**config.mk**
```make
export PLATFORM = sky130hd
export DESIGN_NAME = keypad_scanner_flat
export DESIGN_NICKNAME = d
export VERILOG_FILES = /design/src/rtl/keypad_pkg.sv /design/src/rtl/keypad_scanner_if.sv /design/src/rtl/keypad_sync.sv /design/src/rtl/keypad_scanner.sv /design/src/flat_wrapper.sv
export SDC_FILE = /design/constraint.sdc
export NUM_CORES = 1
export LEC_CHECK = 0
export ABC_AREA = 1
export CAP_MARGIN = 20
export CORE_MARGIN = 2
export CORE_UTILIZATION = 50
export DETAILED_ROUTE_END_ITERATION = 8
export PLACE_DENSITY = 0.75
export SYNTH_ARGS = -nofsm -noshare
export SYNTH_HDL_FRONTEND = slang
export SYNTH_HIERARCHICAL = 1
export SYNTH_SLANG_ARGS = --single-unit
```
**constraint.sdc**
```tcl
create_clock -name clk -period 1.7 [get_ports clk]
set_input_delay 0.34 -clock clk [delete_from_list [all_inputs] [get_ports clk]]
set_output_delay 0.34 -clock clk [all_outputs]
set_load 0.1 [all_outputs]
```
**src/rtl/keypad_pkg.sv**
```systemverilog
// Shared types and constants for the 4x4 keypad scanner: FSM states, rdata
// field positions and small row/column encode helpers.
package keypad_pkg;

   typedef enum logic [1:0] {
      SCAN     = 2'd0,
      DEBOUNCE = 2'd1,
      HELD     = 2'd2
   } state_e;

   localparam int CODE_LSB  = 0;
   localparam int VALID_BIT = 4;
   localparam int OVF_BIT   = 5;

   localparam logic [3:0] ROW_RESET = 4'b1110;

   // When several columns read low, the lowest-numbered one is taken.
   function automatic logic [1:0] lowest_low(input logic [3:0] col);
      logic [1:0] idx;
      idx = 2'd3;
      for (int i = 3; i >= 0; i--) begin
         if (!col[i]) idx = 2'(i);
      end
      return idx;
   endfunction

   function automatic logic [1:0] row_index(input logic [3:0] row);
      logic [1:0] idx;
      case (row)
         4'b1110: idx = 2'd0;
         4'b1101: idx = 2'd1;
         4'b1011: idx = 2'd2;
         default: idx = 2'd3;
      endcase
      return idx;
   endfunction

endpackage

```
**src/rtl/keypad_scanner_if.sv**
```systemverilog
// CPU-side keyboard window: address-decode qualifier, read strobe, read data
// and key-available interrupt.
interface keypad_scanner_if;

   logic        kb_en;
   logic        kb_ren;
   logic [31:0] rdata;
   logic        irq;

   modport master (
      output kb_en,
      output kb_ren,
      input  rdata,
      input  irq
   );

   modport slave (
      input  kb_en,
      input  kb_ren,
      output rdata,
      output irq
   );

endinterface

```
**src/rtl/keypad_sync.sv**
```systemverilog
// Two-flop synchroniser for the asynchronous keypad column inputs; resets to
// all-high so an idle keypad is seen during and right after reset.
module keypad_sync (
   input  logic       clk,
   input  logic       rst_n,
   input  logic [3:0] d_i,
   output logic [3:0] q_o
);

   logic [3:0] meta_q;
   logic [3:0] sync_q;

   // NOTE: state flops use non-blocking assignments so every flop samples the
   // pre-edge value of its source; blocking here would collapse the two stages.
   always_ff @(posedge clk or negedge rst_n) begin
      if (!rst_n) begin
         meta_q <= 4'hF;
         sync_q <= 4'hF;
      end else begin
         meta_q <= d_i;
         sync_q <= meta_q;
      end
   end

   assign q_o = sync_q;

endmodule

```
**src/rtl/keypad_scanner.sv**
```systemverilog
// 4x4 matrix keypad scanner with press/release debounce and a single key
// register. Define KEYPAD_IRQ_EN to drive irq from the valid flag.
module keypad_scanner
   import keypad_pkg::*;
#(
   parameter int SCAN_DIV     = 25000,
   parameter int DEBOUNCE_CNT = 16
) (
   input  logic              clk,
   input  logic              rst_n,
   input  logic [3:0]        col_i,
   output logic [3:0]        row_o,
   keypad_scanner_if.slave   bus
);

   localparam int DIV_W = (SCAN_DIV > 1) ? $clog2(SCAN_DIV) : 1;
   localparam int DEB_W = (DEBOUNCE_CNT > 0) ? $clog2(DEBOUNCE_CNT + 1) : 1;

   localparam logic [DIV_W-1:0] DIV_LAST = DIV_W'(SCAN_DIV - 1);
   localparam logic [DEB_W-1:0] DEB_LAST = DEB_W'(DEBOUNCE_CNT);

   logic [3:0]       col_s;
   logic             any_low;
   logic [1:0]       low_idx;
   logic             tick;
   logic             latch;
   logic             rd_hit;

   state_e           state_q,    state_d;
   logic [DIV_W-1:0] div_q,      div_d;
   logic [3:0]       row_q,      row_d;
   logic [1:0]       cand_col_q, cand_col_d;
   logic [DEB_W-1:0] deb_cnt_q,  deb_cnt_d;
   logic [DEB_W-1:0] rel_cnt_q,  rel_cnt_d;
   logic [DEB_W-1:0] deb_inc;
   logic [DEB_W-1:0] rel_inc;
   logic [3:0]       code_q,     code_d;
   logic             valid_q,    valid_d;
   logic             ovf_q,      ovf_d;
   logic [31:0]      rdata_w;

   keypad_sync u_sync (
      .clk   (clk),
      .rst_n (rst_n),
      .d_i   (col_i),
      .q_o   (col_s)
   );

   assign any_low = ~&col_s;
   assign low_idx = lowest_low(col_s);
   assign tick    = (div_q == DIV_LAST);
   assign div_d   = tick ? '0 : div_q + DIV_W'(1);
   assign rd_hit  = bus.kb_en & bus.kb_ren;
   assign deb_inc = deb_cnt_q + DEB_W'(1);
   assign rel_inc = rel_cnt_q + DEB_W'(1);

   // NOTE: every signal written in an always_comb gets a default first, so no
   // path through the case/if tree can leave it unassigned and infer a latch.
   always_comb begin
      state_d    = state_q;
      row_d      = row_q;
      cand_col_d = cand_col_q;
      deb_cnt_d  = deb_cnt_q;
      rel_cnt_d  = rel_cnt_q;
      latch      = 1'b0;

      if (tick) begin
         unique case (state_q)
            SCAN: begin
               if (any_low) begin
                  cand_col_d = low_idx;
                  deb_cnt_d  = DEB_W'(1);
                  if (DEBOUNCE_CNT <= 1) begin
                     latch     = 1'b1;
                     rel_cnt_d = '0;
                     state_d   = HELD;
                  end else begin
                     state_d   = DEBOUNCE;
                  end
               end else begin
                  row_d = {row_q[2:0], row_q[3]};
               end
            end

            // An aborted candidate leaves the frozen row on this same tick,
            // just as an idle SCAN tick would.
            DEBOUNCE: begin
               if (any_low && (low_idx == cand_col_q)) begin
                  deb_cnt_d = deb_inc;
                  if (deb_inc == DEB_LAST) begin
                     latch     = 1'b1;
                     rel_cnt_d = '0;
                     state_d   = HELD;
                  end
               end else begin
                  deb_cnt_d = '0;
                  row_d     = {row_q[2:0], row_q[3]};
                  state_d   = SCAN;
               end
            end

            HELD: begin
               if (any_low) begin
                  rel_cnt_d = '0;
               end else if (rel_inc == DEB_LAST) begin
                  rel_cnt_d = '0;
                  deb_cnt_d = '0;
                  state_d   = SCAN;
               end else begin
                  rel_cnt_d = rel_inc;
               end
            end

            default: state_d = SCAN;
         endcase
      end
   end

   // A key latched in the same cycle as a consuming read wins over the read.
   always_comb begin
      code_d  = code_q;
      valid_d = valid_q;
      ovf_d   = ovf_q;
      if (latch) begin
         code_d  = {row_index(row_q), cand_col_d};
         ovf_d   = valid_q & ~rd_hit;
         valid_d = 1'b1;
      end else if (rd_hit) begin
         valid_d = 1'b0;
         ovf_d   = 1'b0;
      end
   end

   always_ff @(posedge clk or negedge rst_n) begin
      if (!rst_n) begin
         state_q    <= SCAN;
         div_q      <= '0;
         row_q      <= ROW_RESET;
         cand_col_q <= '0;
         deb_cnt_q  <= '0;
         rel_cnt_q  <= '0;
         code_q     <= '0;
         valid_q    <= 1'b0;
         ovf_q      <= 1'b0;
      end else begin
         state_q    <= state_d;
         div_q      <= div_d;
         row_q      <= row_d;
         cand_col_q <= cand_col_d;
         deb_cnt_q  <= deb_cnt_d;
         rel_cnt_q  <= rel_cnt_d;
         code_q     <= code_d;
         valid_q    <= valid_d;
         ovf_q      <= ovf_d;
      end
   end

   always_comb begin
      rdata_w = '0;
      if (bus.kb_en) begin
         rdata_w[CODE_LSB +: 4] = code_q;
         rdata_w[VALID_BIT]     = valid_q;
         rdata_w[OVF_BIT]       = ovf_q;
      end
   end

   assign bus.rdata = rdata_w;
   assign row_o     = row_q;

`ifdef KEYPAD_IRQ_EN
   assign bus.irq = valid_q;
`else
   assign bus.irq = 1'b0;
`endif

endmodule

```
**src/flat_wrapper.sv**
```systemverilog
// flat-port wrapper written by rule: the top's interface ports become plain ports
module keypad_scanner_flat import keypad_pkg::*;
#(
   parameter int SCAN_DIV     = 25000,
   parameter int DEBOUNCE_CNT = 16
)
  (clk, rst_n, col_i, row_o, bus_kb_en, bus_kb_ren, bus_rdata, bus_irq);
  keypad_scanner_if bus_i ();
  input  logic clk;
  input  logic rst_n;
  input  logic [3:0] col_i;
  output logic [3:0] row_o;
  input wire logic [$bits(bus_i.kb_en)-1:0] bus_kb_en;
  input wire logic [$bits(bus_i.kb_ren)-1:0] bus_kb_ren;
  output wire logic [$bits(bus_i.rdata)-1:0] bus_rdata;
  output wire logic [$bits(bus_i.irq)-1:0] bus_irq;
  assign bus_i.kb_en = bus_kb_en;
  assign bus_i.kb_ren = bus_kb_ren;
  assign bus_rdata = bus_i.rdata;
  assign bus_irq = bus_i.irq;
  keypad_scanner #(.SCAN_DIV(SCAN_DIV), .DEBOUNCE_CNT(DEBOUNCE_CNT)) u_core (.clk(clk), .rst_n(rst_n), .col_i(col_i), .row_o(row_o), .bus(bus_i));
endmodule
```
======== Word-level counts from Yosys, hierarchy flattened ========
Cells that the tools add are included.
W data, S select, Z words.
cells by class
  $add $sub $neg .......................... 3
  bitwise logic cells ..................... 3
  equal/unequal tests ..................... 17
  reductions and logical operators ........ 12
  mux-type cells .......................... 35
operators by type and width
  operator                 count
  $mux W5                  8
  $mux W2                  10
  $add A15 B1 Y15 const B  1
  $eq A15 B15 Y1 const B   1
  $mux W15                 1
  $pmux W5 S3              1
  $eq A4 B4 Y1 const B     3
  $pmux W2 S3              2
  $reduce_and A4 Y1        3
  $add A5 B1 Y5 const B    2
  $eq A5 B5 Y1 const B     2
  $ne A2 B1 Y1 const B     5
  $pmux W5 S2              1
  $reduce_and A5 Y1        2
  $mux W1                  8
  $mux W4                  2
  $pmux W4 S2              1
  $mux W6                  1
  $reduce_bool A2 Y1       3
  $ne A2 B2 Y1 const B     2
  $ne A3 B3 Y1 const B     1
  $reduce_bool A3 Y1       1
  $and A1 B1 Y1            2
  $eq A2 B1 Y1 const B     1
  other kinds (6)          6
storage, ports and cells
  output and inout bits ................... 37
  register bits ........................... 47
  bits of input ports ..................... 8
  word-level logic and storage cells ...... 81

======== Logic depth before layout (Yosys ltp) ========
  depth in word-level cells ............... 9
  depth in mapped cells ................... 12

======== Hierarchy ========
The synthesis kept the hierarchy.
modules (own cells, without submodules)
  module          times used  cells an instance  area each (µm²)  sequential area each (µm²)
  keypad_scanner  1           353                2,568.7          979.7
  keypad_sync     1           8                  210.2            210.2

======== Worst setup path before layout ========
Ideal clock, no wire load.
  kind .................................... register to register
  start ................................... register u_core.row_q[0] (netlist: u_core/row_o[0])
  end ..................................... register u_core.code_q[3]
  setup time .............................. 0.117 ns
  path slack .............................. 0.028 ns
  required time ........................... 1.583 ns
  stages on the path, launching flop included .. 6
  arrival ................................. 1.555 ns
  path through ............................ dfrtp_1 -> inv_1 -> nor4_1 -> nor2_1 -> nor2_1 -> nor2_1
on the way
  cells in the longest elaborated chain, start to end .. 2
RTL lines
  item                      line                   source
  start: declaration        keypad_scanner.sv:31   logic [3:0] row_q, row_d;
  start signal: assignment  keypad_scanner.sv:148  row_q <= row_d;
  $eq A4 B4 Y1              keypad_pkg.sv:29       case (row)
  $pmux W2 S3 *             keypad_pkg.sv:29
  end signal: assignment    keypad_scanner.sv:152  code_q <= code_d;
  end: declaration          keypad_scanner.sv:37   logic [3:0] code_q, code_d;
Every way passes the cells marked *; elsewhere a longest branch is shown, timed or not.
A chain may end at the register's enable or synchronous reset.

======== Worst setup path after layout ========
  start ................................... register u_core.rel_cnt_q[0]
  end ..................................... register u_core.deb_cnt_q[4]
on the way
  cells in the longest elaborated chain, start to end .. 4
RTL lines
  item                                line                   source
  start: declaration                  keypad_scanner.sv:34   logic [DEB_W-1:0] rel_cnt_q, rel_cnt_d;
  start signal: assignment            keypad_scanner.sv:151  rel_cnt_q <= rel_cnt_d;
  $add A5 B1 Y5                       keypad_scanner.sv:55   assign rel_inc = rel_cnt_q + DEB_W'(1);
  $eq A5 B5 Y1                        keypad_scanner.sv:105  end else if (rel_inc == DEB_LAST) begin
  $ne A2 B1 Y1 (no source line)       n/a
  $reduce_and A5 Y1 (no source line)  n/a
  end signal: assignment              keypad_scanner.sv:150  deb_cnt_q <= deb_cnt_d;
  end: declaration                    keypad_scanner.sv:33   logic [DEB_W-1:0] deb_cnt_q, deb_cnt_d;
Every way passes these cells.

==> metrics.txt <==
Non-Filler Instances=about 470; outcome=finished clean; Worst Skew=7.18 ps; # hold bufs at CTS=0; global-route wire length before repair=between 8000 and 9000 microns; Die ar.=6170 sq um; Vias/cell=around 4.7; Pre-antenna DRT Iters=4; crit end category=flip-flop; clock root cell=clkbuf_8; hpwl dp=3630 microns; commonest cells after routing, fill and taps aside=85 x nand2_1, 50 x inv_1, 42 x nor2_1; maximum number of pins on one net before global-route repair=25; grt ovf=0; layout cells sized above 1=~19%; Max Freq=631 MHz; crit path time final=1590 ps; Slowest cell on crit path=dfrtp_1; pwr/cell area=730 nW/um^2; Yosys Warn Count=6; Logic pwr share=a little over an eighth; Mean Syn Cell Area=approximately 7.7 sq um; Slew @ Worst Pin=524 ps; Final Setup Violations=0; top_reg_cell synth=dfrtp_1; Sw Ratio=27.4%; initial antenna violation count=0; Clock Latency Late Sink=290 ps; critical path's largest stage delay=between 400 and 500 ps; Req. time, crit path=roughly 1900 ps; crit path cell chain=ha_1, nand3_1, nand2_1, nand2_1, nand3_1, nand2_2, nand3b_4, nand2_1, o21ai_1; Layout Nets=408; vias in the first global route=1984; CTS tree=built; GP Congestion=about 0.88; H-tree Lvls=2; TNS Setup=0 ps; initial DRC count=90; Seq pwr share=between 40% and 50%; slew margin rel.=65.1%; clock share of power=39.3%; kind of critical path=reg2reg; # diodes=0; Startpoint Class=flip-flop; Chip Width=78.6 microns; Slew Viols, Final=0; worst vdd ir=between 0.6 and 0.7 mV; row count=27; Post-synth EDFFs=0; area delta synth->final=18.4%; internal power=approximately 1.7 mW; Final ANT Viol Nets=0; number of cells after detailed placement=roughly 450; Area after DPL=between 3000 and 4000 sq um; Vias=2170; post-synthesis instance total=361; post-synthesis sequential area ratio=42.8%; clock transition at the registers of the reported paths=90 ps; ys async rst share=100%; WP buf/inv=0; TritonCTS sink count=47; Hold Vio Cnt, Final=0; DR WL/cell=10.3 microns; max cap viols=0; Pleak=about 1.6 nW; RSZ-0062 raised after global routing=yes; Finished Cell Area=approximately 3300 sq um; total CTS buffers=5; fin crit share=93.3%; Final Util=60.5%; switching pwr=657 uW; arrival time worst endpoint=between 1500 and 2000 ps; CTS max path bufs=2; # DRC=0; wirelength, routed=4770 microns; number of I/O port buffers=17; Yosys reg bits=47; crit path max fanout=10; most used cell, CP=nand2_1; die height=78.6 microns; worst min path class=in2async; delay-heaviest family, CP=simple AND/OR/NAND/NOR gates; io pins=45; Syn Std Cell Area=2780 sq um; Total GRT Usage=17.7%; Initial Util=just over 50%; synth unique cells=29; commonest non-fill, non-tap cell in the layout=nand2_1; Core ar.=between 5000 and 6000 sq um
cell type report:
cell class,instances,area (sq um)
Tap cell,72,90.1
Sequential cell,47,1190
Inverter,55,211
Timing Repair Buffer,25,340
Fill cell,483,2150
Clock inverter,3,67.6
Clock buffer,5,68.8
Multi-Input combinational cell,258,1320
through the flow:
stage / total power [mW] / setup WS, ps / hold WS, ps
6_report: 2.40 / 114 / 15.0
5_1_grt: 2.50 / -41.5 / 37.0
4_1_cts: 2.43 / 50.9 / 24.6
3_5_place_dp: 1.48 / 67.6 / 347
3_3_place_gp: 1.48 / 85.0 / 346
2_1_floorplan: 1.48 / 27.7 / 44.4
synth_stat cells (2+ instances only):
master | count | area [sq um]
dfrtp_1 | 36 | 901
nand3_2 | 2 | 20.0
nor4_1 | 3 | 18.8
nor3_1 | 7 | 35.0
ha_1 | 8 | 100
buf_4 | 27 | 203
nand4_1 | 8 | 50.1
nand3_4 | 2 | 35.0
dfstp_2 | 11 | 289
nor2_1 | 44 | 165
inv_2 | 3 | 11.3
nand2_1 | 91 | 342
nand2_2 | 4 | 25.0
xnor2_1 | 2 | 17.5
inv_1 | 51 | 191
nor2_4 | 4 | 45.0
a21oi_1 | 4 | 20.0
o21ai_1 | 6 | 30.0
nand3_1 | 20 | 100
o21ai_0 | 13 | 65.1
nor2_2 | 4 | 25.0
xor2_1 | 4 | 35.0
power groups by stage:
stage	Sequential, mW	Clock (mW)	Combinational [mW]
after floorplan	1.16	0	0.321
after global placement	1.16	0	0.319
after detailed placement	1.16	0	0.320
after CTS	1.14	0.973	0.320
after global routing	1.14	1.03	0.334
final	1.14	0.942	0.319
state kept, by name (all words and copies together) (netlist names):
signal and count:
u_core/rel_cnt_q 5, u_core/div_q 15, u_core/valid_q 1, u_core/deb_cnt_q 5
u_core/state_q 2, u_core/cand_col_q 2, u_core/u_sync/q_o 4, u_core/u_sync/meta_q 4
u_core/code_q 4, u_core/ovf_q 1, u_core/row_o 4
layer usage:
layer	GRT usage, %	wire length, microns	vias to the layer above
li1	-	-	1127
met2	28.6	2320	44
met3	3.68	178	5
met5	0	0	-
met1	23.8	2230	994
met4	5.26	43	0
what timing repair did:
| action | in CTS | in global routing |
|---|---|---|
| endpoints found under the setup margin | 0 | 26 |
| setup buffers | 0 | 5 |
| gates resized for setup | 0 | 19 |
cells by family after synthesis:
group                      synth area share, %
other                                    0.135
and+or+nand+nor                           32.6
AOI/OAI and AO/OA                         4.14
buffers and inverters                     14.8
DFF                                       42.8
adders and majority gates                 3.60
xor gates and xnor gates                  1.89
worst paths after layout:
kind	cells past startpoint	startpoint	slack, ps	endpoint
setup / recovery	9	u_core/rel_cnt_q[0]	110	u_core/deb_cnt_q[4]
hold / removal	1	rst_n	20	u_core/code_q[0]
setup reg to reg	9	u_core/rel_cnt_q[0]	110	u_core/deb_cnt_q[4]
hold reg to reg	0	u_core/u_sync/meta_q[0]	360	u_core/u_sync/q_o[0]
max in group asynchronous	2	rst_n	1170	u_core/div_q[9]
min in group clk	0	u_core/u_sync/meta_q[0]	360	u_core/u_sync/q_o[0]
(Power assumes the default switching activity.)
